File: src/rtl/rv_mem_pkg.sv
// Shared types for the core memory-port arbiter.
//   state_e : arbiter FSM states
//   owner_e : which requester owns the in-flight transaction
//   STARVE_W: width of the IFU starvation counter
package rv_mem_pkg;

    typedef enum logic [1:0] {
        StIdle,
        StIssue,
        StWait
    } state_e;

    typedef enum logic {
        OwnIfu,
        OwnLsu
    } owner_e;

    localparam int unsigned STARVE_W = 4;

endpackage

File: src/rtl/rv_mem_timeout.sv
// Transaction timeout counter.
//   clk, rst_n : clock, asynchronous active-low reset
//   clr_i      : restart the count (at grant)
//   en_i       : count this cycle (transaction in flight)
//   expire_o   : count has reached TIMEOUT-1 while enabled
// TIMEOUT=0 disables the timeout: expire_o is tied low.
module rv_mem_timeout #(
    parameter int unsigned TIMEOUT = 255
) (
    input  logic clk,
    input  logic rst_n,
    input  logic clr_i,
    input  logic en_i,
    output logic expire_o
);

    if (TIMEOUT == 0) begin : g_off
        logic unused_tmo;
        assign unused_tmo = ^{clk, rst_n, clr_i, en_i};
        assign expire_o   = 1'b0;
    end else begin : g_on
        localparam int unsigned CntW = (TIMEOUT > 1) ? $clog2(TIMEOUT) : 1;
        localparam logic [CntW-1:0] LastCnt = CntW'(TIMEOUT - 1);

        logic [CntW-1:0] cnt_q, cnt_d;

        always_comb begin
            cnt_d = cnt_q;
            if (clr_i) begin
                cnt_d = '0;
            end else if (en_i && cnt_q != LastCnt) begin
                cnt_d = cnt_q + 1'b1;
            end
        end

        always_ff @(posedge clk or negedge rst_n) begin
            if (!rst_n) begin
                cnt_q <= '0;
            end else begin
                cnt_q <= cnt_d;
            end
        end

        assign expire_o = en_i && (cnt_q == LastCnt);
    end

endmodule

File: src/rtl/rv_mem_arbiter.sv
// Shares the single external memory port between the IFU (read-only) and
// the LSU (read/write). One transaction in flight; LSU has fixed priority
// except when the IFU has lost MAX_STARVE arbitrations in a row.
//   ifu_*  : IFU request/grant/response
//   lsu_*  : LSU request/grant/response (lsu_we_i=1 is a write)
//   mem_*  : external memory interface, addr/wdata/we registered
//   busy_o : FSM not idle
module rv_mem_arbiter
    import rv_mem_pkg::*;
#(
    parameter int unsigned AW         = 32,
    parameter int unsigned DW         = 32,
    parameter int unsigned MAX_STARVE = 4,
    parameter int unsigned TIMEOUT    = 255
) (
    input  logic          clk,
    input  logic          rst_n,
    input  logic          ifu_req_i,
    input  logic [AW-1:0] ifu_addr_i,
    output logic          ifu_gnt_o,
    output logic          ifu_rvalid_o,
    output logic [DW-1:0] ifu_rdata_o,
    output logic          ifu_err_o,
    input  logic          lsu_req_i,
    input  logic [AW-1:0] lsu_addr_i,
    input  logic [DW-1:0] lsu_wdata_i,
    input  logic          lsu_we_i,
    output logic          lsu_gnt_o,
    output logic          lsu_rvalid_o,
    output logic [DW-1:0] lsu_rdata_o,
    output logic          lsu_err_o,
    output logic          mem_req_o,
    output logic [AW-1:0] mem_addr_o,
    output logic [DW-1:0] mem_wdata_o,
    output logic          mem_we_o,
    input  logic          mem_ready_i,
    input  logic          mem_rvalid_i,
    input  logic [DW-1:0] mem_rdata_i,
    output logic          busy_o
);

    state_e              state_q, state_d;
    owner_e              owner_q, owner_d;
    logic [STARVE_W-1:0] starve_q, starve_d;
    logic [AW-1:0]       addr_q, addr_d;
    logic [DW-1:0]       wdata_q, wdata_d;
    logic                we_q, we_d;

    logic ifu_win;
    logic tmo_clr, tmo_expire;
    logic resp_valid, resp_err;

    // IFU wins outright when alone, or when it has been starved long enough.
    assign ifu_win = ifu_req_i && (!lsu_req_i || starve_q == STARVE_W'(MAX_STARVE));

    always_comb begin
        state_d    = state_q;
        owner_d    = owner_q;
        starve_d   = starve_q;
        addr_d     = addr_q;
        wdata_d    = wdata_q;
        we_d       = we_q;
        ifu_gnt_o  = 1'b0;
        lsu_gnt_o  = 1'b0;
        mem_req_o  = 1'b0;
        tmo_clr    = 1'b0;
        resp_valid = 1'b0;
        resp_err   = 1'b0;

        unique case (state_q)
            StIdle: begin
                if (ifu_win) begin
                    ifu_gnt_o = 1'b1;
                    owner_d   = OwnIfu;
                    addr_d    = ifu_addr_i;
                    wdata_d   = '0;
                    we_d      = 1'b0;
                    starve_d  = '0;
                    tmo_clr   = 1'b1;
                    state_d   = StIssue;
                end else if (lsu_req_i) begin
                    lsu_gnt_o = 1'b1;
                    owner_d   = OwnLsu;
                    addr_d    = lsu_addr_i;
                    wdata_d   = lsu_wdata_i;
                    we_d      = lsu_we_i;
                    tmo_clr   = 1'b1;
                    state_d   = StIssue;
                    if (ifu_req_i && starve_q != '1) begin
                        starve_d = starve_q + 1'b1;
                    end
                end
            end
            StIssue: begin
                // A response cannot arrive before acceptance, so only the timeout ends ISSUE early.
                if (tmo_expire) begin
                    resp_valid = 1'b1;
                    resp_err   = 1'b1;
                    state_d    = StIdle;
                end else begin
                    mem_req_o = 1'b1;
                    if (mem_ready_i) begin
                        state_d = StWait;
                    end
                end
            end
            StWait: begin
                // Completion takes precedence over a coincident timeout.
                if (mem_rvalid_i) begin
                    resp_valid = 1'b1;
                    state_d    = StIdle;
                end else if (tmo_expire) begin
                    resp_valid = 1'b1;
                    resp_err   = 1'b1;
                    state_d    = StIdle;
                end
            end
            default: state_d = StIdle;
        endcase
    end

    assign ifu_rvalid_o = resp_valid && (owner_q == OwnIfu);
    assign lsu_rvalid_o = resp_valid && (owner_q == OwnLsu);
    assign ifu_err_o    = ifu_rvalid_o && resp_err;
    assign lsu_err_o    = lsu_rvalid_o && resp_err;
    assign ifu_rdata_o  = (ifu_rvalid_o && !resp_err) ? mem_rdata_i : '0;
    assign lsu_rdata_o  = (lsu_rvalid_o && !resp_err) ? mem_rdata_i : '0;
    assign mem_addr_o   = addr_q;
    assign mem_wdata_o  = wdata_q;
    assign mem_we_o     = we_q;
    assign busy_o       = (state_q != StIdle);

    always_ff @(posedge clk or negedge rst_n) begin
        if (!rst_n) begin
            state_q  <= StIdle;
            owner_q  <= OwnIfu;
            starve_q <= '0;
            addr_q   <= '0;
            wdata_q  <= '0;
            we_q     <= 1'b0;
        end else begin
            state_q  <= state_d;
            owner_q  <= owner_d;
            starve_q <= starve_d;
            addr_q   <= addr_d;
            wdata_q  <= wdata_d;
            we_q     <= we_d;
        end
    end

    rv_mem_timeout #(
        .TIMEOUT (TIMEOUT)
    ) u_timeout (
        .clk      (clk),
        .rst_n    (rst_n),
        .clr_i    (tmo_clr),
        .en_i     (state_q != StIdle),
        .expire_o (tmo_expire)
    );

endmodule

File: config.mk
export PLATFORM = sky130hd
export DESIGN_NAME = rv_mem_arbiter
export DESIGN_NICKNAME = d
export VERILOG_FILES = /design/src/rtl/rv_mem_pkg.sv /design/src/rtl/rv_mem_timeout.sv /design/src/rtl/rv_mem_arbiter.sv
export SDC_FILE = /design/constraint.sdc
export NUM_CORES = 1
export LEC_CHECK = 0
export BUFFER_PORTS_ARGS = -buffer_cell sky130_fd_sc_hd__buf_2
export CORE_MARGIN = 10
export CORE_UTILIZATION = 30
export CTS_BUF_LIST = sky130_fd_sc_hd__clkbuf_8
export DETAILED_ROUTE_END_ITERATION = 8
export MAX_ROUTING_LAYER = met4
export PLACE_DENSITY = 0.7
export SYNTH_ARGS = -nofsm -noshare
export SYNTH_HDL_FRONTEND = slang
export SYNTH_HIERARCHICAL = 1
export SYNTH_SLANG_ARGS = --single-unit
File: constraint.sdc
create_clock -name clk -period 1.95 [get_ports clk]
set_input_delay 0.195 -clock clk [delete_from_list [all_inputs] [get_ports clk]]
set_output_delay 0.195 -clock clk [all_outputs]
set_load 0.01 [all_outputs]
Word-level counts from Yosys, hierarchy flattened
Cells that the tools add are included.
W data, S select, Z words.

storage, ports and cells
  bits of input ports = 135
  bits in registers = 80

operators by class
  reductions and logical operators = 21
  bitwise logic cells = 1
  $add $sub $neg = 2
  multiplexer cells = 36
  equality and inequality tests = 9

operators by type and width
  kind                   number
  $mux W32               6
  $mux W1                16
  $mux W8                2
  $mux W2                6
  $mux W4                3
  $logic_and A1 B1 Y1    10
  $ne A3 B3 Y1 const B   3
  $add A8 B1 Y8 const B  1
  $eq A8 B8 Y1 const B   1
  $ne A8 B8 Y1 const B   1
  $reduce_bool A2 Y1     4
  $pmux W2 S3            1
  $reduce_and A3 Y1      2
  $add A4 B1 Y4 const B  1
  $eq A4 B3 Y1 const B   1
  $ne A4 B4 Y1 const B   1
  $pmux W1 S2            2
  $eq A2 B1 Y1 const B   1
  $eq A2 B2 Y1 const B   1
  $logic_not A1 Y1       2
  $logic_not A2 Y1       1
  $reduce_and A2 Y1      1
  $logic_or A1 B1 Y1     1
  $not A1 Y1             1

Logic depth before layout (Yosys ltp)
Gate-level depths: netlist of run 1.

  depth in word-level cells = 8
  gate-level depth with buffers = 9
  mapped depth without buffers = 7

Modules after synthesis
The synthesis of run 1 kept the hierarchy.

by module, submodules not included
  module          sequential area each (µm²)  cells an instance  area each (µm²)  instances
  rv_mem_arbiter  1801.7                      396                3818.7           1
  rv_mem_timeout  200.2                       47                 505.5            1

Worst setup path after synthesis of run 1
Ideal clock, no wire load.

  kind = register -> output
  start point = reg state_q[1]
  end point = out lsu_rdata_o[23]
  arrival = 2.046 ns
  stages on the path, launching flop included = 10
  slack = -0.291 ns
  cells stage by stage = dfrtp_1 -> inv_1 -> ha_1 -> buf_2 -> inv_1 -> and3_2 -> o21a_1 -> o211ai_1 -> buf_2 -> nor3b_1

between the ends
  cells in the longest elaborated chain, start to end = 8
  elaborated cells on any way between the ends = 13
  classes of those cells = eq/ne: 2; mux: 6; reduce/logical: 5

ends and longest elaborated chain
  element                                                  line                                          source
  start, declared                                          rv_mem_arbiter.sv:42                          state_e state_q, state_d;
  start signal, assigned                                   rv_mem_arbiter.sv:135                         state_q <= StIdle;
  start signal, assigned                                   rv_mem_arbiter.sv:142                         state_q <= state_d;
  $reduce_bool A2 Y1 *                                     -
  via busy_o                                               rv_mem_arbiter.sv:39                          output logic busy_o
  $logic_and A1 B1 Y1 *                                    rv_mem_timeout.sv:44                          assign expire_o = en_i && (cnt_q == LastCnt);
  via tmo_expire                                           rv_mem_arbiter.sv:50                          logic tmo_clr, tmo_expire;
  $mux W1 *                                                rv_mem_arbiter.sv:96, rv_mem_arbiter.sv:112
  $mux W1                                                  rv_mem_arbiter.sv:109                         if (mem_rvalid_i) begin
  $pmux W1 S2                                              rv_mem_arbiter.sv:70                          unique case (state_q)
  $logic_and A1 B1 Y1 or $logic_not A1 Y1 (tied branches)  rv_mem_arbiter.sv:123, rv_mem_arbiter.sv:127
  $logic_and A1 B1 Y1 *                                    rv_mem_arbiter.sv:127                         assign lsu_rdata_o = (lsu_rvalid_o && !resp_err) ? mem_rdata_i : '0;
  $mux W32 *                                               rv_mem_arbiter.sv:127
  end, declared                                            rv_mem_arbiter.sv:30                          output logic [DW-1:0] lsu_rdata_o,

The timed path passes the listed nets; every way through them passes the cells marked *.

Worst setup path after layout of run 1
  start point = reg u_timeout.g_on.cnt_q[0]
  end point = out ifu_rdata_o[31]

between the ends
  cells in the longest elaborated chain, start to end = 8
  elaborated cells on any way between the ends = 11
  classes of those cells = eq/ne: 1; mux: 6; reduce/logical: 4

ends and longest elaborated chain
  element                                                  line                                          source
  start, declared                                          rv_mem_timeout.sv:25                          logic [CntW-1:0] cnt_q, cnt_d;
  start signal, assigned                                   rv_mem_timeout.sv:40                          cnt_q <= cnt_d;
  $eq A8 B8 Y1 *                                           rv_mem_timeout.sv:44
  $logic_and A1 B1 Y1 *                                    rv_mem_timeout.sv:44
  via tmo_expire                                           rv_mem_arbiter.sv:50
  $mux W1 *                                                rv_mem_arbiter.sv:96, rv_mem_arbiter.sv:112
  $mux W1                                                  rv_mem_arbiter.sv:109
  $pmux W1 S2                                              rv_mem_arbiter.sv:70
  $logic_and A1 B1 Y1 or $logic_not A1 Y1 (tied branches)  rv_mem_arbiter.sv:122, rv_mem_arbiter.sv:126
  $logic_and A1 B1 Y1 *                                    rv_mem_arbiter.sv:126                         assign ifu_rdata_o = (ifu_rvalid_o && !resp_err) ? mem_rdata_i : '0;
  $mux W32 *                                               rv_mem_arbiter.sv:126
  end, declared                                            rv_mem_arbiter.sv:22                          output logic [DW-1:0] ifu_rdata_o,

Marks and branches as above.

==> results of run 1 <==
## flip-flops by register name (all words and copies together) (netlist names)
name / count
mem_addr_o: 32
mem_wdata_o: 32
mem_we_o: 1
owner_q: 1
starve_q: 4
state_q: 2
u_timeout/g_on.cnt_q: 8
## metal layers
metal | vias up | global-route usage | wire, µm
li1 | 2207 | - | -
met2 | 234 | 0.253 | 8190
met1 | 2153 | 0.201 | 7160
met4 | 0 | 0.0391 | 253
met3 | 17 | 0.0575 | 1520
met5 | - | - | 0
## per-stage QoR
step / utilization / std cells / power (µW)
floorplan: - / 443 / 4890
global placement: 0.462 / 882 / 6510
detailed placement: 0.462 / 882 / 6580
CTS: 0.482 / 901 / 8080
global route: 0.495 / 912 / 8690
finish: 0.495 / 912 / 8130
## synthesized netlist by cell type, types with 2 or more instances
library cell	instances	area [µm²]
nor2b_1	5	31.3
nor3b_1	67	503
dfrtp_1	80	2000
nand3_1	2	10.0
o21ai_1	4	20.0
and3_2	3	22.5
a311oi_1	2	17.5
or4_1	2	15.0
a21oi_1	3	15.0
ha_1	8	100
o211ai_1	35	263
and2_1	2	12.5
nand2_1	67	251
a22o_1	33	289
a211oi_1	2	15.0
nor2_1	6	22.5
clkbuf_1	18	67.6
a31oi_1	2	12.5
buf_2	21	105
o21ai_0	2	10.0
mux2_1	3	33.8
inv_1	14	52.6
and4_1	3	26.3
a311oi_2	2	30.0
a21oi_2	2	17.5
mux2i_1	2	20.0
nand4_1	33	206
buf_1	3	11.3
## kinds of logic (layout without fill, tap and decap cells)
logic type,count (synthesis),count (layout),share of synthesized area
AND/OR/NAND/NOR,198,198,0.270
flip-flops,80,80,0.463
adder cells (fa/ha/maj),8,8,0.0231
AO/OA/AOI/OAI,94,94,0.173
buffers and inverters,58,347,0.0582
multiplexers,5,5,0.0124
## power breakdown
group	internal, µW	switching (µW)	total, µW
registers	2330	388	2720
logic	1900	2220	4120
clock network	632	655	1290
total	4860	3270	8130
## path summary, 6_finish.rpt
kind	end	slack (ns)	cells past startpoint
setup reg to reg	state_q[1]$_DFFE_PN0P_	0.12	7
hold / removal	mem_wdata_o[0]$_DFFE_PN0P_	0.05	2
max in group asynchronous	mem_wdata_o[8]$_DFFE_PN0P_	1.10	3
setup / recovery	ifu_rdata_o[31]	-0.44	10
hold reg to reg	mem_wdata_o[11]$_DFFE_PN0P_	0.51	1
min in group asynchronous	mem_wdata_o[2]$_DFFE_PN0P_	0.33	2
## cell type report
type                       instances  area, µm²  area share
clock buffer                      10        138      0.0199
clock inverter                     6       67.6     0.00975
inverter                          15       61.3     0.00885
multi-input combinational        305       2530       0.365
sequential                        80       2000       0.289
tap                              180        225      0.0325
timing repair buffer             316       1910       0.275
## worst register-to-register path, cell delays in order (launching register included)
cell,delay [ns]
dfrtp_1,0.42
ha_4,0.17
and3_4,0.16
and3_4,0.18
buf_4,0.15
nor3b_1,0.36
nor3b_1,0.10
o32a_1,0.19
## timing repair
action | 4_1_cts | 5_1_grt
cloned | 1 | 4
endpoints found under the setup margin | 71 | 71
hold buffers | 1 | 0
resized for setup | 8 | 23
setup buffers | 1 | 7
pin swaps | 0 | 1
endpoints found under the hold margin | 29 | 0
==> impl_metrics.csv, run 1 <==
group,metric,value,unit
finish,final_common_cell,"buf_2",
sta,rsz0062_at_grt,"true",
pwr,vdd_drop_max,0.000803,V
synthesis,synth_ff_type,"dfrtp_1",
hold_path,hold_class,"input pin to flip-flop",
detailed_routing,drt-total-wl,17.1,mm
outcome,violations,"setup timing",
outcome,status,"complete, but fails checks",
setup_path,slowest_delay,0.40,ns
finish,final_cell_mix,"buf_2, dfrtp_1, nand2_1",
synthesis,synth_cell_types,45,
sta,tns,-27.28,ns
grt,grt_pass1_wl,26.0,mm
placed_design,gp_congestion,0.786,
setup_path,cp-startpoint,"u_timeout/g_on.cnt_q[0]$_DFFE_PN0P_",
cts,cts.htree.levels,3,
setup_path,worstSetupPathType,"flip-flop to output pin",
cts,clk_latency,0.35,ns
hold_path,min-delay-start,"lsu_wdata_i[0]",
finish,fill_cells,1335,
sta,fin_crit_sh,1.23,
synthesis,avgSynthCellArea,9.76,µm²
setup_path,crit_fanout,5,
setup_path,rr_startpoint,"u_timeout/g_on.cnt_q[1]$_DFFE_PN0P_",
sta,worst_slack,-0.441,ns
die,start_util,0.309,
placed_design,dp_hpwl,12.6,mm
synthesis,async_flop_share,1.00,
grt,grt_overflow,0,
cts,cts.clk_slew.worst_paths,0.09,ns
cts,cts_tree,"done",
detailed_routing,vias,4611,
detailed_routing,via_per_inst,5.06,
setup_path,cp_common_cell,"and3_4",
grt,antenna_found_initial,0,
setup_path,cp.buffers_inverters,4,
cts,numCtsBuffers,9,
sta,hold_viol_final,0,
cts,cts.sinks,80,
sta,finalSetupViolations,68,
grt,grt_max_degree,51,
die,die_w,140,µm
placed_design,portBuffers,271,
sta,slew_viol_final,0,
finish,drive_gt1_frac,0.571,
die,dieArea,19600,µm²
finish,diodes,0,
synthesis,synth_edf_count,0,
detailed_routing,drc,0,
die,rows,43,
grt,grtUsageTotal,0.164,
sta,max_slew_margin,0.701,
detailed_routing,drt-wirelength-per-cell,18.8,µm
cts,cts_max_path_buffers,2,
finish,stdcell_area,6930,µm²
synthesis,ys_ff_latch,80,
placed_design,pre_cts_ws,-0.0715,ns
pwr,power_density,1170,nW/µm²
die,fp.coreArea,14000,µm²
setup_path,crit_chain,"inv_2 -> ha_4 -> and3_4 -> and3_4 -> o21a_1 -> o211ai_1 -> buf_4 -> clkbuf_16 -> nor3b_2 -> buf_2",
sta,worstMarginPinSlew,0.449,ns
grt,grt_pass1_vias,4673,
die,die_y,140,µm
run,max_cap_violations,0,
detailed_routing,drt_pass1_iterations,5,
finish,num-nets-final,870,
sta,skew,0.00835,ns
sta,finalCriticalPeriod,2.39,ns
sta,fmax,418,MHz
synthesis,syn_nets,586,
detailed_routing,antenna_left,0,
synthesis,yosysWarnings,6,
setup_path,startpoint_type,"flip-flop",
finish,syn_to_final_growth,60.2,%
synthesis,syn_area,4320,µm²
cts,cts_root_buf,"clkbuf_8",
die,design.portCount,272,
detailed_routing,first_iter_violations,203,
setup_path,critPathRequiredTime,1.75,ns
setup_path,critical_path.slowest_cell,"dfrtp_1",
setup_path,critical-path-top-delay-family,"buffers and inverters",
sta,timing.hold.ws,0.0529,ns
placed_design,place_area,6460,µm²
synthesis,yosysSeqAreaShare,0.463,
pwr,p_leak,0.00342,µW
setup_path,worst_ep_arrival_time,2.20,ns
setup_path,crit_path_end_kind,"output pin",
synthesis,syn_inst,443,
Power figures use the tool's default switching activity.
==> inputs of run 2 (changes only) <==
--- a/config.mk
+++ b/config.mk
@@ -7,11 +7,11 @@
 export LEC_CHECK = 0
 export BUFFER_PORTS_ARGS = -buffer_cell sky130_fd_sc_hd__buf_2
 export CORE_MARGIN = 10
-export CORE_UTILIZATION = 30
+export CORE_UTILIZATION = 40
 export CTS_BUF_LIST = sky130_fd_sc_hd__clkbuf_8
 export DETAILED_ROUTE_END_ITERATION = 8
 export MAX_ROUTING_LAYER = met4
-export PLACE_DENSITY = 0.7
+export PLACE_DENSITY = 0.87
 export SYNTH_ARGS = -nofsm -noshare
 export SYNTH_HDL_FRONTEND = slang
 export SYNTH_HIERARCHICAL = 1
==> constraint.sdc (replaced) <==
create_clock -name clk -period 1.95 [get_ports clk]
set_input_delay 0.195 -clock clk [delete_from_list [all_inputs] [get_ports clk]]
set_output_delay 0.195 -clock clk [all_outputs]
set_load 0.005 [all_outputs]
==> run 2 against run 1 <==
Net effect:
- the run still ends with setup timing left
- sequential share of layout area rose by 1.2 points
- flip-flop and latch count unchanged
- global-route usage increased by 4.4 points
- power decreased by 5.8%
- die area decreased by 22%
- first-iteration DRC count grew 36%
- critical path depth is the same
- utilization is 14 points higher
- fmax fell by 2.1%
- largest power group unchanged
==> impl_metrics.csv, run 2 (synthesis results as in run 1) <==
group,metric,value,unit
outcome,status,"complete, but fails checks",
outcome,violations,"setup timing",
cts,cts.sinks,80,
setup_path,critPathRequiredTime,1.75,ns
placed_design,portBuffers,271,
setup_path,crit_path_end_kind,"output pin",
cts,cts.clk_slew.worst_paths,0.08,ns
sta,worstMarginPinSlew,0.592,ns
pwr,p_leak,0.00337,µW
grt,grtUsageTotal,0.208,
placed_design,place_area,6070,µm²
sta,max_slew_margin,0.605,
grt,grt_pass1_vias,4937,
cts,cts_max_path_buffers,2,
sta,finalCriticalPeriod,2.44,ns
detailed_routing,drt_pass1_iterations,4,
grt,antenna_found_initial,0,
finish,drive_gt1_frac,0.551,
detailed_routing,drt-total-wl,17.4,mm
die,start_util,0.415,
die,fp.coreArea,10400,µm²
detailed_routing,vias,4728,
die,die_w,124,µm
sta,rsz0062_at_grt,"true",
detailed_routing,first_iter_violations,276,
pwr,vdd_drop_max,0.000799,V
setup_path,crit_fanout,9,
finish,utilization,0.638,
finish,num-nets-final,867,
grt,use_met2,0.365,
detailed_routing,via_per_inst,5.47,
cts,clk_latency,0.34,ns
hold_path,hold_class,"input pin to flip-flop",
grt,grt_max_degree,45,
placed_design,gp_congestion,0.937,
sta,slew_viol_final,0,
cts,cts_root_buf,"clkbuf_8",
grt,use_met1,0.223,
placed_design,dp.cells,837,
cts,numCtsBuffers,9,
setup_path,worst_ep_arrival_time,2.25,ns
finish,diodes,0,
finish,stdcell_area,6650,µm²
grt,grt.busiest_layer,"met2",
pwr,power_density,1150,nW/µm²
finish,syn_to_final_growth,53.7,%
setup_path,startpoint_type,"flip-flop",
sta,fmax,409,MHz
die,rows,37,
placed_design,dp_hpwl,13.0,mm
cts,cts.htree.levels,3,
sta,worst_slack,-0.493,ns
detailed_routing,drt-wirelength-per-cell,20.2,µm
pwr,total_power,7650,µW
cts,cts_tree,"done",
die,dieArea,15400,µm²
sta,timing.hold.ws,0.0678,ns
sta,finalSetupViolations,68,
setup_path,worstSetupPathType,"flip-flop to output pin",
sta,skew,0.0115,ns
die,die_y,124,µm
die,design.portCount,272,
detailed_routing,antenna_left,0,
grt,grtUsageMet3,0.0701,
detailed_routing,drc,0,
sta,fin_crit_sh,1.25,
finish,final_common_cell,"buf_2",
finish,final_cells,864,
sta,hold_viol_final,0,
grt,grt_pass1_wl,24.9,mm
finish,final_cell_mix,"buf_2, dfrtp_1, nand2_1",
grt,grt_overflow,0,
run,max_cap_violations,0,
## run 2: where the power goes
| part | internal [µW] | switching, µW | leakage [µW] | total [µW] |
|---|---|---|---|---|
| combinational | 1780 | 1910 | 0.00225 | 3690 |
| clock | 620 | 600 | 0.0000997 | 1220 |
| sequential | 2330 | 408 | 0.00102 | 2740 |
| total | 4730 | 2920 | 0.00337 | 7650 |
## run 2: layer usage
metal  vias up  part of all wire
li1       2194                 -
met1      2265              0.36
met2       255              0.52
met3        14              0.10
met4         0             0.011
met5         -                 0
## run 2: worst paths after layout
| check | start | end | slack, ns | cells past startpoint |
|---|---|---|---|---|
| setup / recovery | u_timeout/g_on.cnt_q[0]$_DFFE_PN0P_ | lsu_rdata_o[25] | -0.49 | 10 |
| hold / removal | lsu_wdata_i[19] | mem_wdata_o[19]$_DFFE_PN0P_ | 0.07 | 2 |
| setup reg to reg | u_timeout/g_on.cnt_q[1]$_DFFE_PN0P_ | state_q[1]$_DFFE_PN0P_ | 0.12 | 7 |
| hold reg to reg | mem_addr_o[1]$_DFFE_PN0P_ | mem_addr_o[1]$_DFFE_PN0P_ | 0.51 | 2 |
| max in group asynchronous | rst_n | mem_addr_o[4]$_DFFE_PN0P_ | 0.98 | 3 |
| min in group asynchronous | rst_n | mem_wdata_o[30]$_DFFE_PN0P_ | 0.41 | 2 |
## run 2: worst max-delay path: stages (launching register included)
cell,delay [ns]
dfrtp_1,0.39
inv_2,0.08
ha_4,0.14
and3_4,0.18
and3_4,0.19
o21a_1,0.13
o211ai_1,0.13
buf_4,0.19
buf_12,0.14
nor3b_2,0.19
buf_2,0.15
## run 2: stage by stage
| step | setup slack (ns) | TNS (ns) |
|---|---|---|
| after CTS | -0.435 | -25.46 |
| after detailed placement | -0.0545 | -0.295 |
| after global placement | 0.00277 | 0 |
| after global routing | -0.582 | -32.78 |
| after floorplan | -0.0148 | -0.595 |
| final | -0.493 | -25.18 |
## run 2: timing repair
| action | CTS | global route |
|---|---|---|
| resized for setup | 7 | 52 |
| endpoints found under the hold margin | 40 | 0 |
| gates cloned | 1 | 2 |
| pin swaps | 0 | 1 |
| buffers inserted | 0 | 8 |
| hold buffers | 1 | 0 |
| setup endpoints to repair | 74 | 71 |
## run 2: area by class of cell
cell class	instances	area, µm²
Tap cell	136	170
Fill cell	796	3770
Clock inverter	5	58.8
Multi-Input combinational cell	305	2400
Clock buffer	10	138
Timing Repair Buffer	313	1820
Inverter	15	61.3
Sequential cell	80	2000
